`src/rtl/iddmm_pkg.sv`:
```
// rtl/iddmm_pkg.sv - shared operand geometry and packer FSM states for the IDDMM datapath
package iddmm_pkg;

    localparam int K_DEF = 128;
    localparam int N_DEF = 16;
    localparam int W_DEF = 32;

    typedef enum logic [2:0] {
        ST_FILL,
        ST_START,
        ST_GAP,
        ST_SEND,
        ST_WAIT_RES
    } packer_state_t;

endpackage

```
`src/rtl/me_x_packer_if.sv`:
```
// rtl/me_x_packer_if.sv - plaintext chunk stream in, operand words and core handshake out
interface me_x_packer_if
    import iddmm_pkg::*;
#(
    parameter int K = K_DEF,
    parameter int W = W_DEF
);
    logic [W-1:0] s_data;
    logic         s_valid;
    logic         s_last;
    logic         s_ready;
    logic         me_start;
    logic [K-1:0] me_x;
    logic         me_x_valid;
    logic         me_valid;
    logic         busy;
    logic         blk_done;

    modport slave (
        input  s_data, s_valid, s_last, me_valid,
        output s_ready, me_start, me_x, me_x_valid, busy, blk_done
    );

    modport master (
        output s_data, s_valid, s_last, me_valid,
        input  s_ready, me_start, me_x, me_x_valid, busy, blk_done
    );
endinterface

```
`src/rtl/x_word_buf.sv`:
```
// rtl/x_word_buf.sv - N x K operand buffer, one W-bit lane write port, one read port, per-word valid flags
module x_word_buf #(
    parameter int K  = 128,
    parameter int N  = 16,
    parameter int W  = 32,
    parameter int LA = 2,
    parameter int AW = 4
) (
    input  logic          clk,
    input  logic          rst,
    input  logic          i_wr_en,
    input  logic [AW-1:0] i_wr_word,
    input  logic [LA-1:0] i_wr_lane,
    input  logic [W-1:0]  i_wr_data,
    input  logic          i_rd_clr,
    input  logic [AW-1:0] i_rd_word,
    output logic [K-1:0]  o_rd_data
);
    localparam int LANES = K / W;

    logic [K-1:0] r_mem [N];
    logic [N-1:0] r_vld;

    // First write into an invalid word zeroes its other lanes, so stale data never resurfaces.
    always_ff @(posedge clk) begin
        if (i_wr_en) begin
            for (int l = 0; l < LANES; l++) begin
                if (LA'(l) == i_wr_lane)
                    r_mem[i_wr_word][l*W +: W] <= i_wr_data;
                else if (!r_vld[i_wr_word])
                    r_mem[i_wr_word][l*W +: W] <= '0;
            end
        end
    end

    always_ff @(posedge clk) begin
        if (rst) begin
            r_vld <= '0;
        end else begin
            if (i_rd_clr)
                r_vld[i_rd_word] <= 1'b0;
            if (i_wr_en)
                r_vld[i_wr_word] <= 1'b1;
        end
    end

    assign o_rd_data = r_vld[i_rd_word] ? r_mem[i_rd_word] : '0;

endmodule

```
`src/rtl/me_x_packer.sv`:
```
// rtl/me_x_packer.sv - packs W-bit chunks into N K-bit operand words and feeds the exponentiation core
module me_x_packer
    import iddmm_pkg::*;
#(
    parameter int K = K_DEF,
    parameter int N = N_DEF,
    parameter int W = W_DEF
) (
    input  logic          clk,
    input  logic          rst,
    me_x_packer_if.slave  bus
);
    localparam int LANES = K / W;
    localparam int CW    = (LANES > 1) ? $clog2(LANES) : 1;
    localparam int WW    = $clog2(N) + 1;
    localparam int AW    = (N > 1) ? $clog2(N) : 1;

    packer_state_t r_state, w_next;
    logic [CW-1:0] r_chunk;
    logic [WW-1:0] r_word;
    logic [WW-1:0] r_res;

    logic         w_accept, w_last_pos, w_close, w_send_end, w_res_end;
    logic [K-1:0] w_rd_data;

    assign w_accept   = (r_state == ST_FILL) && bus.s_valid;
    assign w_last_pos = (r_chunk == CW'(LANES - 1)) && (r_word == WW'(N - 1));
    assign w_close    = w_accept && (bus.s_last || w_last_pos);
    assign w_send_end = (r_state == ST_SEND) && (r_word == WW'(N - 1));
    assign w_res_end  = (r_state == ST_WAIT_RES) && bus.me_valid && (r_res == WW'(N - 1));

    always_comb begin
        w_next         = r_state;
        bus.s_ready    = 1'b0;
        bus.me_start   = 1'b0;
        bus.me_x_valid = 1'b0;
        bus.busy       = 1'b1;
        bus.blk_done   = 1'b0;
        case (r_state)
            ST_FILL: begin
                bus.s_ready = 1'b1;
                bus.busy    = 1'b0;
                if (w_close)
                    w_next = ST_START;
            end
            ST_START: begin
                bus.me_start = 1'b1;
                w_next       = ST_GAP;
            end
            ST_GAP: w_next = ST_SEND;
            ST_SEND: begin
                bus.me_x_valid = 1'b1;
                if (w_send_end)
                    w_next = ST_WAIT_RES;
            end
            ST_WAIT_RES: begin
                bus.blk_done = w_res_end;
                if (w_res_end)
                    w_next = ST_FILL;
            end
            default: w_next = ST_FILL;
        endcase
    end

    always_ff @(posedge clk) begin
        if (rst) begin
            r_state <= ST_FILL;
            r_chunk <= '0;
            r_word  <= '0;
            r_res   <= '0;
        end else begin
            r_state <= w_next;
            case (r_state)
                ST_FILL: begin
                    if (w_close) begin
                        r_chunk <= '0;
                        r_word  <= '0;
                    end else if (w_accept) begin
                        if (r_chunk == CW'(LANES - 1)) begin
                            r_chunk <= '0;
                            r_word  <= r_word + 1'b1;
                        end else begin
                            r_chunk <= r_chunk + 1'b1;
                        end
                    end
                end
                ST_SEND: r_word <= w_send_end ? '0 : r_word + 1'b1;
                ST_WAIT_RES: begin
                    if (bus.me_valid)
                        r_res <= (r_res == WW'(N - 1)) ? '0 : r_res + 1'b1;
                end
                default: ;
            endcase
        end
    end

    // Reading a word during SEND drops its valid flag, leaving the buffer blank for the next block.
    x_word_buf #(
        .K (K),
        .N (N),
        .W (W),
        .LA(CW),
        .AW(AW)
    ) u_buf (
        .clk      (clk),
        .rst      (rst),
        .i_wr_en  (w_accept),
        .i_wr_word(r_word[AW-1:0]),
        .i_wr_lane(r_chunk),
        .i_wr_data(bus.s_data),
        .i_rd_clr (r_state == ST_SEND),
        .i_rd_word(r_word[AW-1:0]),
        .o_rd_data(w_rd_data)
    );

    assign bus.me_x = (r_state == ST_SEND) ? w_rd_data : '0;

endmodule

```
`src/flat_wrapper.sv`:
```
// flat-port wrapper written by rule: the top's interface ports become plain ports
module me_x_packer_flat import iddmm_pkg::*;
#(
    parameter int K = K_DEF,
    parameter int N = N_DEF,
    parameter int W = W_DEF
)
  (clk, rst, bus_s_data, bus_s_valid, bus_s_last, bus_me_valid, bus_s_ready, bus_me_start, bus_me_x, bus_me_x_valid, bus_busy, bus_blk_done);
  me_x_packer_if #(.K(K), .W(W)) bus_i ();
  input  logic clk;
  input  logic rst;
  input wire logic [$bits(bus_i.s_data)-1:0] bus_s_data;
  input wire logic [$bits(bus_i.s_valid)-1:0] bus_s_valid;
  input wire logic [$bits(bus_i.s_last)-1:0] bus_s_last;
  input wire logic [$bits(bus_i.me_valid)-1:0] bus_me_valid;
  output wire logic [$bits(bus_i.s_ready)-1:0] bus_s_ready;
  output wire logic [$bits(bus_i.me_start)-1:0] bus_me_start;
  output wire logic [$bits(bus_i.me_x)-1:0] bus_me_x;
  output wire logic [$bits(bus_i.me_x_valid)-1:0] bus_me_x_valid;
  output wire logic [$bits(bus_i.busy)-1:0] bus_busy;
  output wire logic [$bits(bus_i.blk_done)-1:0] bus_blk_done;
  assign bus_i.s_data = bus_s_data;
  assign bus_i.s_valid = bus_s_valid;
  assign bus_i.s_last = bus_s_last;
  assign bus_i.me_valid = bus_me_valid;
  assign bus_s_ready = bus_i.s_ready;
  assign bus_me_start = bus_i.me_start;
  assign bus_me_x = bus_i.me_x;
  assign bus_me_x_valid = bus_i.me_x_valid;
  assign bus_busy = bus_i.busy;
  assign bus_blk_done = bus_i.blk_done;
  me_x_packer #(.K(K), .N(N), .W(W)) u_core (.clk(clk), .rst(rst), .bus(bus_i));
endmodule
```
`config.mk`:
```
export PLATFORM = sky130hd
export DESIGN_NAME = me_x_packer_flat
export DESIGN_NICKNAME = d
export VERILOG_FILES = /design/src/rtl/iddmm_pkg.sv /design/src/rtl/me_x_packer_if.sv /design/src/rtl/x_word_buf.sv /design/src/rtl/me_x_packer.sv /design/src/flat_wrapper.sv
export SDC_FILE = /design/constraint.sdc
export NUM_CORES = 2
export LEC_CHECK = 0
export ABC_AREA = 1
export ABC_CLOCK_PERIOD_IN_PS = 3500
export CAP_MARGIN = 20
export CELL_PAD_IN_SITES_DETAIL_PLACEMENT = 0
export CELL_PAD_IN_SITES_GLOBAL_PLACEMENT = 2
export CORE_UTILIZATION = 38
export CTS_BUF_LIST = sky130_fd_sc_hd__clkbuf_16
export DETAILED_ROUTE_END_ITERATION = 16
export GPL_TIMING_DRIVEN = 0
export PLACE_DENSITY = 0.74
export SLEW_MARGIN = 20
export SYNTH_ARGS = -nofsm -noshare
export SYNTH_HDL_FRONTEND = slang
export SYNTH_SLANG_ARGS = --single-unit
```
`constraint.sdc`:
```
create_clock -name clk -period 3.5 [get_ports clk]
set_input_delay 1.05 -clock clk [delete_from_list [all_inputs] [get_ports clk]]
set_output_delay 1.05 -clock clk [all_outputs]
set_load 0.005 [all_outputs]
```
# Word-level counts from Yosys, hierarchy flattened
# Memories as Yosys holds them, arrays and structs flattened. A register that Yosys moved wholly into a read port is not among the register bits.
# Index checks and enable logic that the tools add are counted.
[totals]
ff_bits = 31
ramBits = 2048
input_bits = 37
output_inout_bits = 133
wordCells = 107
n_memories = 1
[classes]
n_addsub = 3
n_lt_le_gt_ge = 2
eq_ne = 15
mux = 58
n_bitwise = 7
n_reduce_logical = 16
[mem_list]
columns = ["memory", "depth", "word_bits", "read_ports", "rd_clocked_by_memory_dff", "write_ports", "line_no", "rtl"]
rows = [
  ["u_core.u_buf.r_mem", 16, 128, 1, 1, 1, "x_word_buf.sv:21", "logic [K-1:0] r_mem [N];"],
]
[ops]
columns = ["operator", "count"]
rows = [
  ["$mux W128", 2],
  ["$mux W32", 4],
  ["$mux W16", 3],
  ["$mux W1", 32],
  ["$mux W5", 5],
  ["$and A16 B16 Y16", 1],
  ["$not A16 Y16", 1],
  ["$or A16 B16 Y16", 1],
  ["$pmux W3 S5", 1],
  ["$add A5 B1 Y5 const B", 2],
  ["$eq A5 B4 Y1 const B", 2],
  ["$pmux W5 S2", 1],
  ["$mux W3", 3],
  ["$mux W4", 2],
  ["$logic_and A1 B1 Y1", 7],
  ["$eq A3 B2 Y1 const B", 2],
  ["$mux W2", 3],
  ["$ne A2 B1 Y1 const B", 3],
  ["$reduce_and A3 Y1", 2],
  ["$lt A4 B5 Y1 const B", 1],
  ["$bmux W1 S4", 1],
  ["$demux W1 S4", 1],
  ["$eq A2 B2 Y1 const A", 2],
  ["$ge A4 B1 Y1 const B", 1],
  ["13 further kinds", 18],
]

# Logic depth before layout (Yosys ltp)
[logic_depth]
word_depth = 10
depth_mapped = 14
mapped_depth_nobuf = 12

# Hierarchy
# A second synthesis with hierarchy kept.
[hier_totals]
cells_unflattened = 6775
area_unflattened_um2 = 81963.6
[by_module_without_submodules]
columns = ["mod", "instances", "cells_per_inst", "area_each_um2", "seq_area_each_um2"]
rows = [
  ["x_word_buf", 1, 6378, 80018.0, 61819.3],
  ["me_x_packer", 1, 397, 1945.6, 300.3],
]

# Worst setup path after synthesis
# No wires, ideal clock.
[synth_timing]
path_kind = "input to register"
from = "in bus_s_valid"
to = "mem u_core.u_buf.r_mem[15][0], enable pin"
setup_time_ns = 0.421
t_arrival_ns = 3.000
required_time_ns = 3.079
setup_slack_ns = 0.079
path_stages = 5
path_buffers = 1
cell_sequence = "inv_1 -> nor2_4 -> buf_2 -> nand2_1 -> nor2_1"
[synth_between]
elab_chain_len = 4
elab_cells_between_ends = 6
classes_between = "mux (4); bitwise (1); reduce/logical (1)"
[synth_rtl]
columns = ["item", "line_no", "rtl"]
rows = [
  ["from (decl)", "flat_wrapper.sv:13", "input wire logic [$bits(bus_i.s_valid)-1:0] bus_s_valid;"],
  ["$logic_and A1 B1 Y1 *", "me_x_packer.sv:26", "assign w_accept = (r_state == ST_FILL) && bus.s_valid;"],
  ["$mux W1", "x_word_buf.sv:26", "if (i_wr_en) begin"],
  ["$mux W1 (on tied branches)", "x_word_buf.sv:29, x_word_buf.sv:31", ""],
  ["$or A1 B1 Y1 (no line) *", "n/a", ""],
  ["to (decl)", "x_word_buf.sv:21", ""],
]
# Mark *: on every way between the ends. The rest lies on a longest branch, timed or not.

==> flow_summary_export.csv <==
group,metric,value,unit
yosys,synth_cell_types,25,
critical_path,slowest_delay,0.50,ns
die,start_util,38.4,%
clocking,cts_max_path_buffers,3,
routing,wirelength,332000,microns
sta,hold_viol,0,
clocking,h-tree-depth,4,
placed_design,place_ws,-1.22,ns
sta,rsz0062_at_grt,"true",
clocking,root_buffer,"clkbuf_16",
power,p_leak,46.4,nW
grt,grt_use_total,27.5,%
die,die_y,487,microns
die,die_area,0.238,sq mm
critical_path,worstReg2RegStart,"u_core.r_state[0]$_SDFFE_PP0P_",
sta,worstMarginPinSlew,1.26,ns
yosys,ys_warn_count,0,
run_status,failed_checks,"negative setup slack",
worst_hold_path,hp-class,"flop to flop",
die,core_area,0.233,sq mm
clocking,cts_sinks,2083,
placed_design,place.gp.congestion,0.858,
clocking,cts_tree,"built",
sta,period_needed,4.37,ns
flow_run,maxCapViolCount,0,
yosys,synth_area_per_cell,10.3,sq um
clocking,clk_latency,0.90,ns
grt,grt_pass1_vias,60427,
routing,wl_per_cell,26.3,microns
finish,utilization,48.1,%
finish,drive_above_1_share,20.5,%
die,num_io_pins,170,
clocking,cts_hold_buf,0,
grt,antenna_found_initial,15,
grt,grt_max_degree,22,
finish,final_nets,9347,
yosys,synth_fp_nets,8725,
critical_path,critPathMaxFanout,11,
power,cellPowerDensity,588,mW/mm^2
critical_path,end_kind,"primary output",
critical_path,crit_end,"bus_me_x[56]",
critical_path,worstReg2RegEnd,"u_core.u_buf.r_mem[9][43]$_DFFE_PP_",
yosys,ys_ff_latch,2083,
critical_path,worstPathArrival,3.32,ns
sta,setup_viol,128,
critical_path,required,2.45,ns
grt,overflow,0,
sta,final.setup_skew,0.0341,ns
finish,syn_to_final_growth,25.4,%
sta,setup_slack,-0.867,ns
die,rows,177,
routing,vias,64728,
sta,slew_headroom,16.2,%
run_status,status,"finished with violations",
sta,hold_slack,0.465,ns
critical_path,worst-setup-path-type,"flop to primary output",
routing,dr.pass1.iters,6,
routing,vias_per_cell,5.13,
grt,grt_pass1_wl,457000,microns
critical_path,critPathLaunchType,"flop",
placed_design,portBuffers,169,
yosys,syn_inst,8678,
power,ir_drop,473,uV
die,die_x,487,microns
sta,period_share,125,%
power,finalPower,66.0,mW
finish,n_fill_cell,21184,
sta,fmaxAchievable,229,MHz
critical_path,reg2regPathDepth,6,
routing,ant_nets,0,
critical_path,cpMaxStageDelayCell,"clkdlybuf4s50_1",
yosys,synth.cell_area,0.0895,sq mm
clocking,cts_inserted_buffers,225,
sta,slew_viol_final,0,
yosys,yosysSeqAreaShare,69.5,%
placed_design,post-dp-hpwl,220000,microns
critical_path,path_cells,"buf_12, clkbuf_8, clkbuf_4, nand3_1, nand3_2, nand3_4, nand2_2, inv_1, nor2_1, clkdlybuf4s50_1",
clocking,clkTransAtPathRegs,0.06,ns
routing,drc_errors,0,
routing,dr.first_iter.drc_count,6454,
critical_path,r2r_setup_slack,0.34,ns
==> state kept, by name, summed over array words and instances, names as in the netlist, named ones only <==
signal,cells
u_core.r_state,3
u_core.r_chunk,2
u_core.r_word,5
u_core.u_buf.r_vld,16
u_core.u_buf.r_mem,2048
u_core.r_res,5
==> timing repair <==
action / in CTS / in global routing
gates resized for setup: 1067 / 1054
setup buffers: 22 / 73
cloned: 7 / 11
setup endpoints to repair: 258 / 434
pin swaps: 143 / 310
==> worst max-delay path, delay by kind of cell, from the launching register on <==
kind,cells,cell delay (ns)
buffers and inverters,5,1.41
DFF,1,0.41
and+or+nand+nor,5,0.58
==> cell type report <==
cell class | count | area, sq um | share of cell area, %
flip-flops and latches | 2083 | 62200 | 55.4
multi-input cells | 4887 | 24800 | 22.1
clock buffers | 227 | 5680 | 5.06
repair buffers | 405 | 5440 | 4.85
inverters | 1233 | 4650 | 4.14
plain buffers | 465 | 4380 | 3.90
well taps | 3132 | 3920 | 3.49
clock inverters | 180 | 1190 | 1.06
diodes | 11 | 27.5 | 0.0245
==> layer usage <==
layer | GRT usage, % | routed length [microns] | up-vias | part of all wire [%]
met1 | 37.6 | 140000 | 32193 | 42
met5 | 0 | 0 | - | 0
met2 | 44.0 | 154000 | 2391 | 46
met3 | 3.74 | 23600 | 495 | 7.1
met4 | 11.4 | 14500 | 0 | 4.4
li1 | - | - | 29649 | -
==> synth_stat cells (all sizes together) <==
master | count | share of area, %
nand3 | 1315 | 7.4
xnor2 | 1 | 0.0098
dfxtp | 35 | 0.78
nor3 | 2 | 0.011
buf | 221 | 1.4
clkinv | 2 | 0.0084
ha | 10 | 0.14
o211ai | 1 | 0.0084
nand2 | 2779 | 12
nor2 | 490 | 2.1
inv | 1231 | 5.2
o21ai | 131 | 0.73
a21oi | 157 | 0.88
xor2 | 1 | 0.0098
edfxtp | 2048 | 69
clkbuf | 254 | 1.1
==> cell families after synthesis <==
logic type      count (synthesis)  synth area share, %
simple gates                 4586                 21.1
flops                        2083                 69.5
buf+inv                      1708                 7.62
compound gates                289                 1.62
fa+ha+maj                      10                0.140
xor+xnor                        2               0.0196
==> power breakdown <==
group | internal, mW | switching, mW
combinational | 4.38 | 10.1
sequential | 28.8 | 0.135
clock | 12.4 | 10.2
total | 45.6 | 20.4
==> metrics by stage <==
step                area, sq um  instances  setup TNS, ns
finish                   112000      12623         -72.76
global route             112000      12615         -83.24
global placement          95100      11979       -7368.96
CTS                      109000      12537        -113.40
floorplan                 89500       8678              0
detailed placement        98600      12104       -2255.46
==> cell usage in the layout (no fill, tap or decap), types with 6 or more instances in the layout <==
| cell type | count |
|---|---|
| inv_1 | 1247 |
| clkinv_2 | 40 |
| bufinv_16 | 10 |
| buf_12 | 120 |
| buf_2 | 135 |
| clkbuf_1 | 17 |
| buf_4 | 100 |
| clkinv_1 | 56 |
| nor2_2 | 23 |
| a21oi_2 | 120 |
| o21ai_1 | 20 |
| buf_16 | 61 |
| buf_8 | 36 |
| nor2_1 | 393 |
| dfxtp_1 | 29 |
| nand2_1 | 2602 |
| inv_2 | 40 |
| buf_6 | 81 |
| dlymetal6s2s_1 | 33 |
| clkbuf_16 | 241 |
| nand2_2 | 145 |
| ha_1 | 9 |
| clkdlybuf4s50_1 | 41 |
| nand3_2 | 367 |
| a21oi_1 | 37 |
| buf_1 | 7 |
| inv_16 | 6 |
| clkbuf_4 | 88 |
| edfxtp_1 | 2048 |
| nand3_4 | 62 |
| nor2_4 | 74 |
| o21ai_0 | 106 |
| clkbuf_8 | 27 |
| clkbuf_2 | 108 |
| diode_2 | 11 |
| nand2_4 | 32 |
| nand3_1 | 886 |
==> worst min path at each step <==
stage / from / end / slack, ns / cells after the start
6_report: u_core.u_buf.r_vld[11]$_SDFF_PP0_ / u_core.u_buf.r_vld[11]$_SDFF_PP0_ / 0.46 / 2
5_1_grt: u_core.u_buf.r_vld[8]$_SDFF_PP0_ / u_core.u_buf.r_vld[8]$_SDFF_PP0_ / 0.48 / 2
4_1_cts: u_core.u_buf.r_vld[2]$_SDFF_PP0_ / u_core.u_buf.r_vld[2]$_SDFF_PP0_ / 0.46 / 2
3_5_place_dp: u_core.u_buf.r_vld[2]$_SDFF_PP0_ / u_core.u_buf.r_vld[2]$_SDFF_PP0_ / 0.45 / 2
3_3_place_gp: u_core.r_res[4]$_SDFFE_PP0N_ / u_core.r_res[4]$_SDFFE_PP0N_ / 0.44 / 2
2_1_floorplan: u_core.r_res[4]$_SDFFE_PP0N_ / u_core.r_res[4]$_SDFFE_PP0N_ / 0.43 / 2
Note: power is estimated with default switching activity, not from simulation.
